$ cat src/rtl/mul8s_share_arb_if.sv
// Request, result and shared-multiplier buses of mul8s_share_arb.
// The slave modport is the arbiter; master is the environment (lanes, multiplier, consumer).
interface mul8s_share_arb_if #(
   parameter int NREQ = 4,
   parameter int IDW  = 2
);
   logic [NREQ-1:0]   req_valid;
   logic [NREQ-1:0]   req_ready;
   logic [8*NREQ-1:0] req_a;
   logic [8*NREQ-1:0] req_b;
   logic [7:0]        mul_a;
   logic [7:0]        mul_b;
   logic [15:0]       mul_o;
   logic              res_valid;
   logic              res_ready;
   logic [15:0]       res_data;
   logic [IDW-1:0]    res_id;

   modport slave (
      input  req_valid, req_a, req_b, mul_o, res_ready,
      output req_ready, mul_a, mul_b, res_valid, res_data, res_id
   );

   modport master (
      output req_valid, req_a, req_b, mul_o, res_ready,
      input  req_ready, mul_a, mul_b, res_valid, res_data, res_id
   );
endinterface

$ cat src/rtl/mul8s_share_arb.sv
// Round-robin arbiter time-sharing one 8x8 signed multiplier between NREQ lanes,
// with a registered operand stage and a registered result stage.
module mul8s_share_arb #(
   parameter int NREQ = 4,
   parameter int IDW  = 2
) (
   input  logic                    clk,
   input  logic                    rst,
   mul8s_share_arb_if.slave        bus,
   output logic                    busy,
   output logic [15:0]             op_cnt
);
   localparam int unsigned NR = NREQ;

   logic           op_vld_q, op_vld_d;
   logic [7:0]     op_a_q, op_a_d;
   logic [7:0]     op_b_q, op_b_d;
   logic [IDW-1:0] op_id_q, op_id_d;
   logic           res_valid_q, res_valid_d;
   logic [15:0]    res_data_q, res_data_d;
   logic [IDW-1:0] res_id_q, res_id_d;
   logic [IDW-1:0] ptr_q, ptr_d;
   logic [15:0]    op_cnt_q, op_cnt_d;

   logic           adv_res, adv_op, found, accept;
   logic [IDW-1:0] win, cand;

   assign adv_res = !res_valid_q || bus.res_ready;
   assign adv_op  = !op_vld_q || adv_res;

   // Search ptr+1 .. ptr+NREQ (mod NREQ); the last candidate is ptr itself.
   always_comb begin
      found = 1'b0;
      win   = '0;
      cand  = '0;
      for (int unsigned k = 1; k <= NR; k++) begin
         cand = IDW'((32'(ptr_q) + k) % NR);
         if (!found && bus.req_valid[cand]) begin
            found = 1'b1;
            win   = cand;
         end
      end
   end

   assign accept = found && adv_op && !rst;

   always_comb begin
      bus.req_ready = '0;
      if (accept) bus.req_ready[win] = 1'b1;
   end

   always_comb begin
      op_vld_d    = op_vld_q;
      op_a_d      = op_a_q;
      op_b_d      = op_b_q;
      op_id_d     = op_id_q;
      res_valid_d = res_valid_q;
      res_data_d  = res_data_q;
      res_id_d    = res_id_q;
      ptr_d       = ptr_q;
      op_cnt_d    = op_cnt_q;

      if (op_vld_q && adv_res) begin
         res_valid_d = 1'b1;
         res_data_d  = bus.mul_o;
         res_id_d    = op_id_q;
         op_vld_d    = 1'b0;
      end else if (res_valid_q && bus.res_ready) begin
         res_valid_d = 1'b0;
      end

      if (accept) begin
         op_vld_d = 1'b1;
         op_a_d   = bus.req_a[8*win +: 8];
         op_b_d   = bus.req_b[8*win +: 8];
         op_id_d  = win;
         ptr_d    = win;
         op_cnt_d = op_cnt_q + 16'd1;
      end
   end

   always_ff @(posedge clk) begin
      if (rst) begin
         op_vld_q    <= 1'b0;
         op_a_q      <= '0;
         op_b_q      <= '0;
         op_id_q     <= '0;
         res_valid_q <= 1'b0;
         res_data_q  <= '0;
         res_id_q    <= '0;
         ptr_q       <= '0;
         op_cnt_q    <= '0;
      end else begin
         op_vld_q    <= op_vld_d;
         op_a_q      <= op_a_d;
         op_b_q      <= op_b_d;
         op_id_q     <= op_id_d;
         res_valid_q <= res_valid_d;
         res_data_q  <= res_data_d;
         res_id_q    <= res_id_d;
         ptr_q       <= ptr_d;
         op_cnt_q    <= op_cnt_d;
      end
   end

   assign bus.mul_a     = op_a_q;
   assign bus.mul_b     = op_b_q;
   assign bus.res_valid = res_valid_q;
   assign bus.res_data  = res_data_q;
   assign bus.res_id    = res_id_q;
   assign busy          = op_vld_q || res_valid_q;
   assign op_cnt        = op_cnt_q;
endmodule

$ cat src/flat_wrapper.sv
// flat-port wrapper written by rule: the top's interface ports become plain ports
module mul8s_share_arb_flat 
#(
   parameter int NREQ = 4,
   parameter int IDW  = 2
)
  (clk, rst, busy, op_cnt, bus_req_valid, bus_req_a, bus_req_b, bus_mul_o, bus_res_ready, bus_req_ready, bus_mul_a, bus_mul_b, bus_res_valid, bus_res_data, bus_res_id);
  mul8s_share_arb_if #(.NREQ(NREQ), .IDW(IDW)) bus_i ();
  input  logic clk;
  input  logic rst;
  output logic busy;
  output logic [15:0] op_cnt;
  input wire logic [$bits(bus_i.req_valid)-1:0] bus_req_valid;
  input wire logic [$bits(bus_i.req_a)-1:0] bus_req_a;
  input wire logic [$bits(bus_i.req_b)-1:0] bus_req_b;
  input wire logic [$bits(bus_i.mul_o)-1:0] bus_mul_o;
  input wire logic [$bits(bus_i.res_ready)-1:0] bus_res_ready;
  output wire logic [$bits(bus_i.req_ready)-1:0] bus_req_ready;
  output wire logic [$bits(bus_i.mul_a)-1:0] bus_mul_a;
  output wire logic [$bits(bus_i.mul_b)-1:0] bus_mul_b;
  output wire logic [$bits(bus_i.res_valid)-1:0] bus_res_valid;
  output wire logic [$bits(bus_i.res_data)-1:0] bus_res_data;
  output wire logic [$bits(bus_i.res_id)-1:0] bus_res_id;
  assign bus_i.req_valid = bus_req_valid;
  assign bus_i.req_a = bus_req_a;
  assign bus_i.req_b = bus_req_b;
  assign bus_i.mul_o = bus_mul_o;
  assign bus_i.res_ready = bus_res_ready;
  assign bus_req_ready = bus_i.req_ready;
  assign bus_mul_a = bus_i.mul_a;
  assign bus_mul_b = bus_i.mul_b;
  assign bus_res_valid = bus_i.res_valid;
  assign bus_res_data = bus_i.res_data;
  assign bus_res_id = bus_i.res_id;
  mul8s_share_arb #(.NREQ(NREQ), .IDW(IDW)) u_core (.clk(clk), .rst(rst), .bus(bus_i), .busy(busy), .op_cnt(op_cnt));
endmodule
$ cat config.mk
export PLATFORM = sky130hd
export DESIGN_NAME = mul8s_share_arb_flat
export DESIGN_NICKNAME = d
export VERILOG_FILES = /design/src/rtl/mul8s_share_arb_if.sv /design/src/rtl/mul8s_share_arb.sv /design/src/flat_wrapper.sv
export SDC_FILE = /design/constraint.sdc
export NUM_CORES = 1
export LEC_CHECK = 0
export CAP_MARGIN = 20
export CELL_PAD_IN_SITES_DETAIL_PLACEMENT = 0
export CELL_PAD_IN_SITES_GLOBAL_PLACEMENT = 2
export CORE_MARGIN = 3
export CORE_UTILIZATION = 22
export DETAILED_ROUTE_END_ITERATION = 10
export PLACE_DENSITY = 0.91
export RECOVER_POWER = 50
export SLEW_MARGIN = 10
export SYNTH_ARGS = -nofsm -noshare
export SYNTH_HDL_FRONTEND = slang
export SYNTH_SLANG_ARGS = --single-unit
$ cat constraint.sdc
create_clock -name clk -period 5.4 [get_ports clk]
set_clock_uncertainty 0.2 [all_clocks]
set_input_delay 1.08 -clock clk [delete_from_list [all_inputs] [get_ports clk]]
set_output_delay 1.08 -clock clk [all_outputs]
set_load 0.01 [all_outputs]
Word level (Yosys, flattened, before mapping)
Cells that the tools add are included.
{"block": "totals", "input_bits": 87, "regBits": 54, "word_cells": 63, "output_inout_bits": 56}
{"block": "classes", "shift": 2, "n_lt_le_gt_ge": 6, "n_reduce_logical": 19, "add_sub_neg": 5, "muxes": 23}
{"cell": "variable part select 32 x 6 -> 8 bit", "count": 2}
{"cell": "adder 16 x 1 -> 16 bit (second input constant)", "count": 1}
{"cell": "< comparator 2 x 3 -> 1 bit (second input constant)", "count": 5}
{"cell": "2-to-1 mux 1 bit", "count": 13}
{"cell": "binary-select mux 1 bit (select 2 bit)", "count": 4}
{"cell": "logical AND 1 bit", "count": 8}
{"cell": "2-to-1 mux 2 bit", "count": 4}
{"cell": "zero test 1 bit", "count": 6}
{"cell": "adder 2 x 1 -> 2 bit (second input constant)", "count": 2}
{"cell": "adder 2 bit (second input constant)", "count": 2}
{"cell": "2-to-1 mux 4 bit", "count": 1}
{"cell": "nonzero test 2 bit", "count": 2}
{"cell": "logical OR 1 bit", "count": 3}
{"cell": "demux 1 bit (select 2 bit)", "count": 1}
{"cell": ">= comparator 2 x 1 -> 1 bit (second input constant)", "count": 1}

Longest topological paths before layout
{"block": "depth", "depth_word": 18, "depth_mapped": 8}

Worst setup path before layout
OpenSTA, ideal clock, no wires.
{"block": "synth_timing", "path_kind": "input -> output", "startpoint": "input port bus_res_ready", "endpoint": "output port bus_req_ready[1]", "cell_stages": 6, "t_arrival_ps": 2264, "path_buffers": 2, "path_slack_ps": 1856, "cell_sequence": "nor2b_1 -> a21oi_4 -> or3b_1 -> buf_2 -> buf_6 -> nor2b_1"}
{"block": "synth_between", "elab_chain_len": 5}
{"item": "start, declared", "line": "flat_wrapper.sv:17", "rtl": "input wire logic [$bits(bus_i.res_ready)-1:0] bus_res_ready;"}
{"item": "logical OR 1 bit", "line": "mul8s_share_arb.sv:28", "rtl": "assign adv_res = !res_valid_q || bus.res_ready;"}
{"item": "logical OR 1 bit", "line": "mul8s_share_arb.sv:29", "rtl": "assign adv_op = !op_vld_q || adv_res;"}
{"item": "logical AND 1 bit (2 in a row)", "line": "mul8s_share_arb.sv:45", "rtl": "assign accept = found && adv_op && !rst;"}
{"item": "2-to-1 mux 4 bit", "line": "mul8s_share_arb.sv:49", "rtl": "if (accept) bus.req_ready[win] = 1'b1;"}
{"item": "end, declared", "line": "flat_wrapper.sv:18", "rtl": "output wire logic [$bits(bus_i.req_ready)-1:0] bus_req_ready;"}
No other way between the ends.

Worst setup path after layout
{"block": "layout_timing", "startpoint": "input port bus_req_valid[3]", "endpoint": "output port bus_req_ready[1]"}
{"block": "layout_between", "elab_chain_len": 17, "word_cells_on_any_way": 30, "classes_between": "2 x order compare; 19 x mux; 9 x reduce/logical"}
{"item": "start, declared", "line": "flat_wrapper.sv:13", "rtl": "input wire logic [$bits(bus_i.req_valid)-1:0] bus_req_valid;"}
{"item": "binary-select mux 1 bit (select 2 bit)", "line": "mul8s_share_arb.sv:38", "rtl": "if (!found && bus.req_valid[cand]) begin"}
{"item": "2-to-1 mux 1 bit (implied by the code)", "line": "mul8s_share_arb.sv:38"}
{"item": "2-to-1 mux 1 bit", "line": "mul8s_share_arb.sv:38"}
{"item": "zero test 1 bit", "line": "mul8s_share_arb.sv:38"}
{"item": "logical AND 1 bit", "line": "mul8s_share_arb.sv:38"}
{"item": "2-to-1 mux 1 bit", "line": "mul8s_share_arb.sv:38"}
{"item": "zero test 1 bit", "line": "mul8s_share_arb.sv:38"}
{"item": "logical AND 1 bit", "line": "mul8s_share_arb.sv:38"}
{"item": "2-to-1 mux 1 bit", "line": "mul8s_share_arb.sv:38"}
{"item": "zero test 1 bit", "line": "mul8s_share_arb.sv:38"}
{"item": "logical AND 1 bit", "line": "mul8s_share_arb.sv:38"}
{"item": "2-to-1 mux 2 bit", "line": "mul8s_share_arb.sv:38"}
{"item": "< comparator 2 x 3 -> 1 bit (implied by the code) / >= comparator 2 x 1 -> 1 bit (equally long branches)", "line": "mul8s_share_arb.sv:49"}
{"item": "logical AND 1 bit (implied by the code)", "line": "mul8s_share_arb.sv:49"}
{"item": "2-to-1 mux 1 bit (implied by the code)", "line": "mul8s_share_arb.sv:49"}
{"item": "demux 1 bit (select 2 bit)"}
{"item": "2-to-1 mux 4 bit (*)", "line": "mul8s_share_arb.sv:49"}
Mark *: on every way between the ends. The rest lies on a longest branch, timed or not. The select of a mux whose other input is x is not followed.

==> flow_summary.yaml <==
status:
  status: "complete, no violations"
setup_path:
  reg2reg_slack_ps: 2970
  cp-start-kind: "input pin"
  cp_slowest_cell: "nor4_1"
  arrival_ps: 3490
  cp_cell_sequence: "dlygate4sd3_1 > nor4_1 > a21oi_4 > or3b_1 > nor2b_1 > clkdlybuf4s50_1"
  max_stage_delay_ps: 780
  critPathKind: "input pin to primary output"
  rr_endpoint: "u_core.bus.mul_b[0]"
  cp_max_fo: 9
  cp-end-kind: "primary output"
  r2r.worst_path.cells: 6
  r2r-start: "u_core.op_id_q[1]"
  required_ps: 4120
sta:
  slew_headroom_pct: 42.0
  hold_viol_final: 0
  tns_ps: 0
  maxSlewViolCount: 0
  holdWs_ps: 253
  maxClockFrequency_mhz: 210
  fin_crit_ps: 4770
  setup-violations-final: 0
  final.setup.worst_slack_ps: 630
  tightest_slew_ps: 862
  fin_crit_sh_pct: 88.3
  rsz0062_at_grt: "no"
final_layout:
  area_delta_synth_final_pct: 63.6
  seq_area_mm2: 0.00108
  multi_input_area_mm2: 0.00148
  drive_gt1_share_pct: 4.77
  fillers: 1218
  final_nets: 548
  diodes: 0
  finalInstanceArea_mm2: 0.00440
drt:
  viasPerCell: 4.66
  antenna_left: 0
  dr.pass1.iters: 4
  vias: 2816
  wl_um: 8990
  wl_per_cell_um: 14.9
  first_iter_violations: 72
  drc: 0
placement:
  port_buffers: 142
  hpwlAfterDp_um: 6920
  post_dp_cell_area_mm2: 0.00424
  gp_congestion: 0.842
  place_ws_ps: 892
yosys:
  synth_area_per_cell_um2: 8.29
  synthCells: 324
  synth_seq_cells: 54
  seq_area_frac_synth_pct: 40.2
  synth_area_leaders: "dfxtp_1 (40%), nand2_1 (7.7%), mux2i_1 (7.4%), a21o_1 (4.7%), o211ai_1 (4.5%)"
  synthesis.area_mm2: 0.00269
  syn_nets: 412
  synth_edf_count: 0
  async_reset_ff_share_pct: 0
  synthDominantCellAreaShare_pct: 40.2
  ys_types: 42
  synth_warnings: 0
  synth_top_area_cell: "dfxtp_1"
  synth_top_flop_cell: "dfxtp_1"
clock_tree:
  cts_root_buf: "clkbuf_16"
  cts_tree: "done"
  h-tree-depth: 2
  hold_buffers: 0
  clk_pin_slew_worst_paths_ps: 70
  cts_setup_buffers: 0
  cts_buffers: 5
  clock_latency_ps: 290
  cts-resized-gates: 0
  clock-sinks: 54
  clockBufferDepth: 2
global_routing:
  grt.total_usage_pct: 13.3
  grt_antenna_before_repair: 0
  grt_pass1_wl_um: 14200
  grt_overflow: 0
  grt_max_degree: 43
  grt_pass1_vias: 2799
run:
  max_cap_viol_count: 0
floorplan:
  die_y_um: 117
  pin_count: 143
  die_w_um: 117
  rows: 39
  fp.dieArea_mm2: 0.0136
  start_util_pct: 23.0
  coreArea_mm2: 0.0117
worst_hold_path:
  min_path_type: "register to register"
  whs_path_depth: 2
  worstHoldEndpoint: "u_core.bus.res_data[6]"
  hp-start: "u_core.bus.res_data[6]"
power:
  total_power_uw: 1100
  vdd_drop_max_mv: 0.120
  powerDensity_mw_per_mm2: 249
  total_leakage_power_uw: 0.00177
==> synth_stat cells (all sizes together) (2+ instances only) <==
cell type	number
a21oi	20
buf	10
nand4	8
nand3	21
inv	3
xor2	11
nand2	55
dfxtp	54
nand3b	3
nor2b	4
clkbuf	11
xnor2	3
nor3	2
mux2i	20
and3	2
o21ai	17
nor2	27
a21o	17
nand2b	3
o211ai	16
==> worst max path at each step <==
stage                startpoint               end  slack, ps  cells past startpoint
4_1_cts        bus_req_valid[3]  bus_req_ready[1]        860                      6
5_1_grt        bus_req_valid[3]  bus_req_ready[1]        540                      6
6_report       bus_req_valid[3]  bus_req_ready[1]        630                      6
2_1_floorplan     bus_res_ready  bus_req_ready[1]       1860                      6
3_3_place_gp   bus_req_valid[3]  bus_req_ready[1]        920                      6
3_5_place_dp   bus_req_valid[3]  bus_req_ready[1]        890                      6
==> layout make-up <==
class,count,share of cell area (%)
repair buffers,150,33.7
clock inverters,3,0.910
inverters,3,0.256
clock buffers,5,2.84
well taps,143,4.07
multi-input cells,246,33.7
flip-flops and latches,54,24.6
==> metrics by stage <==
step                instances  util [%]
floorplan                 324         -
finish                    604      37.7
global route              604      37.7
global placement          596      36.3
CTS                       604      37.8
detailed placement        596      36.3
==> critical path: cells and delay by family <==
family / cells / cell delay [ps]
simple gates: 3 / 1150
buf+inv: 2 / 1110
compound gates: 1 / 150
==> cell families after synthesis <==
| kind of cell | count (synthesis) | share of synthesized area (%) |
|---|---|---|
| AND/OR/NAND/NOR | 133 | 23.5 |
| flip-flops | 54 | 40.2 |
| XOR/XNOR | 14 | 4.56 |
| multiplexers | 20 | 7.45 |
| buffers and inverters | 24 | 4.47 |
| AO/OA/AOI/OAI | 78 | 19.4 |
| adder cells (fa/ha/maj) | 1 | 0.465 |
==> cells in the final DEF (no fill, tap or decap), drive strengths merged, types with 2 or more instances in the layout <==
cell type	Yosys	layout
clkinv	0	2
mux2i	20	20
xor2	11	11
a21oi	20	20
nor2	27	27
nand2b	3	3
xnor2	3	3
nand3b	3	3
buf	10	8
clkdlybuf4s50	0	90
nand4	8	8
nand3	21	21
nor2b	4	4
o211ai	16	16
nor3	2	2
inv	3	3
a21o	17	17
dlygate4sd3	0	52
o21ai	17	17
and3	2	2
nand2	55	55
dfxtp	54	54
clkbuf	11	5
==> report_power, final <==
part / internal [uW] / switching, uW / total, uW / leakage [uW]
logic: 154 / 126 / 281 / 0.00125
registers: 430 / 21.3 / 451 / 0.000444
clock network: 217 / 147 / 365 / 0.0000836
total: 801 / 295 / 1100 / 0.00177
==> state kept, by name, indices dropped and copies added, names as in the netlist <==
signal	flops
u_core.op_id_q	2
u_core.op_vld_q	1
u_core.bus.res_valid	1
u_core.bus.res_data	16
u_core.op_cnt	16
u_core.bus.mul_a	8
u_core.bus.res_id	2
u_core.bus.mul_b	8
==> routing by layer <==
metal	share of wire, %	GRT usage (%)	wire length (um)
met5	0	0	0
met4	0.92	2.86	83
met3	9.0	4.51	811
met2	46	22.2	4160
met1	44	16.6	3940
Power figures use the tool's default switching activity.
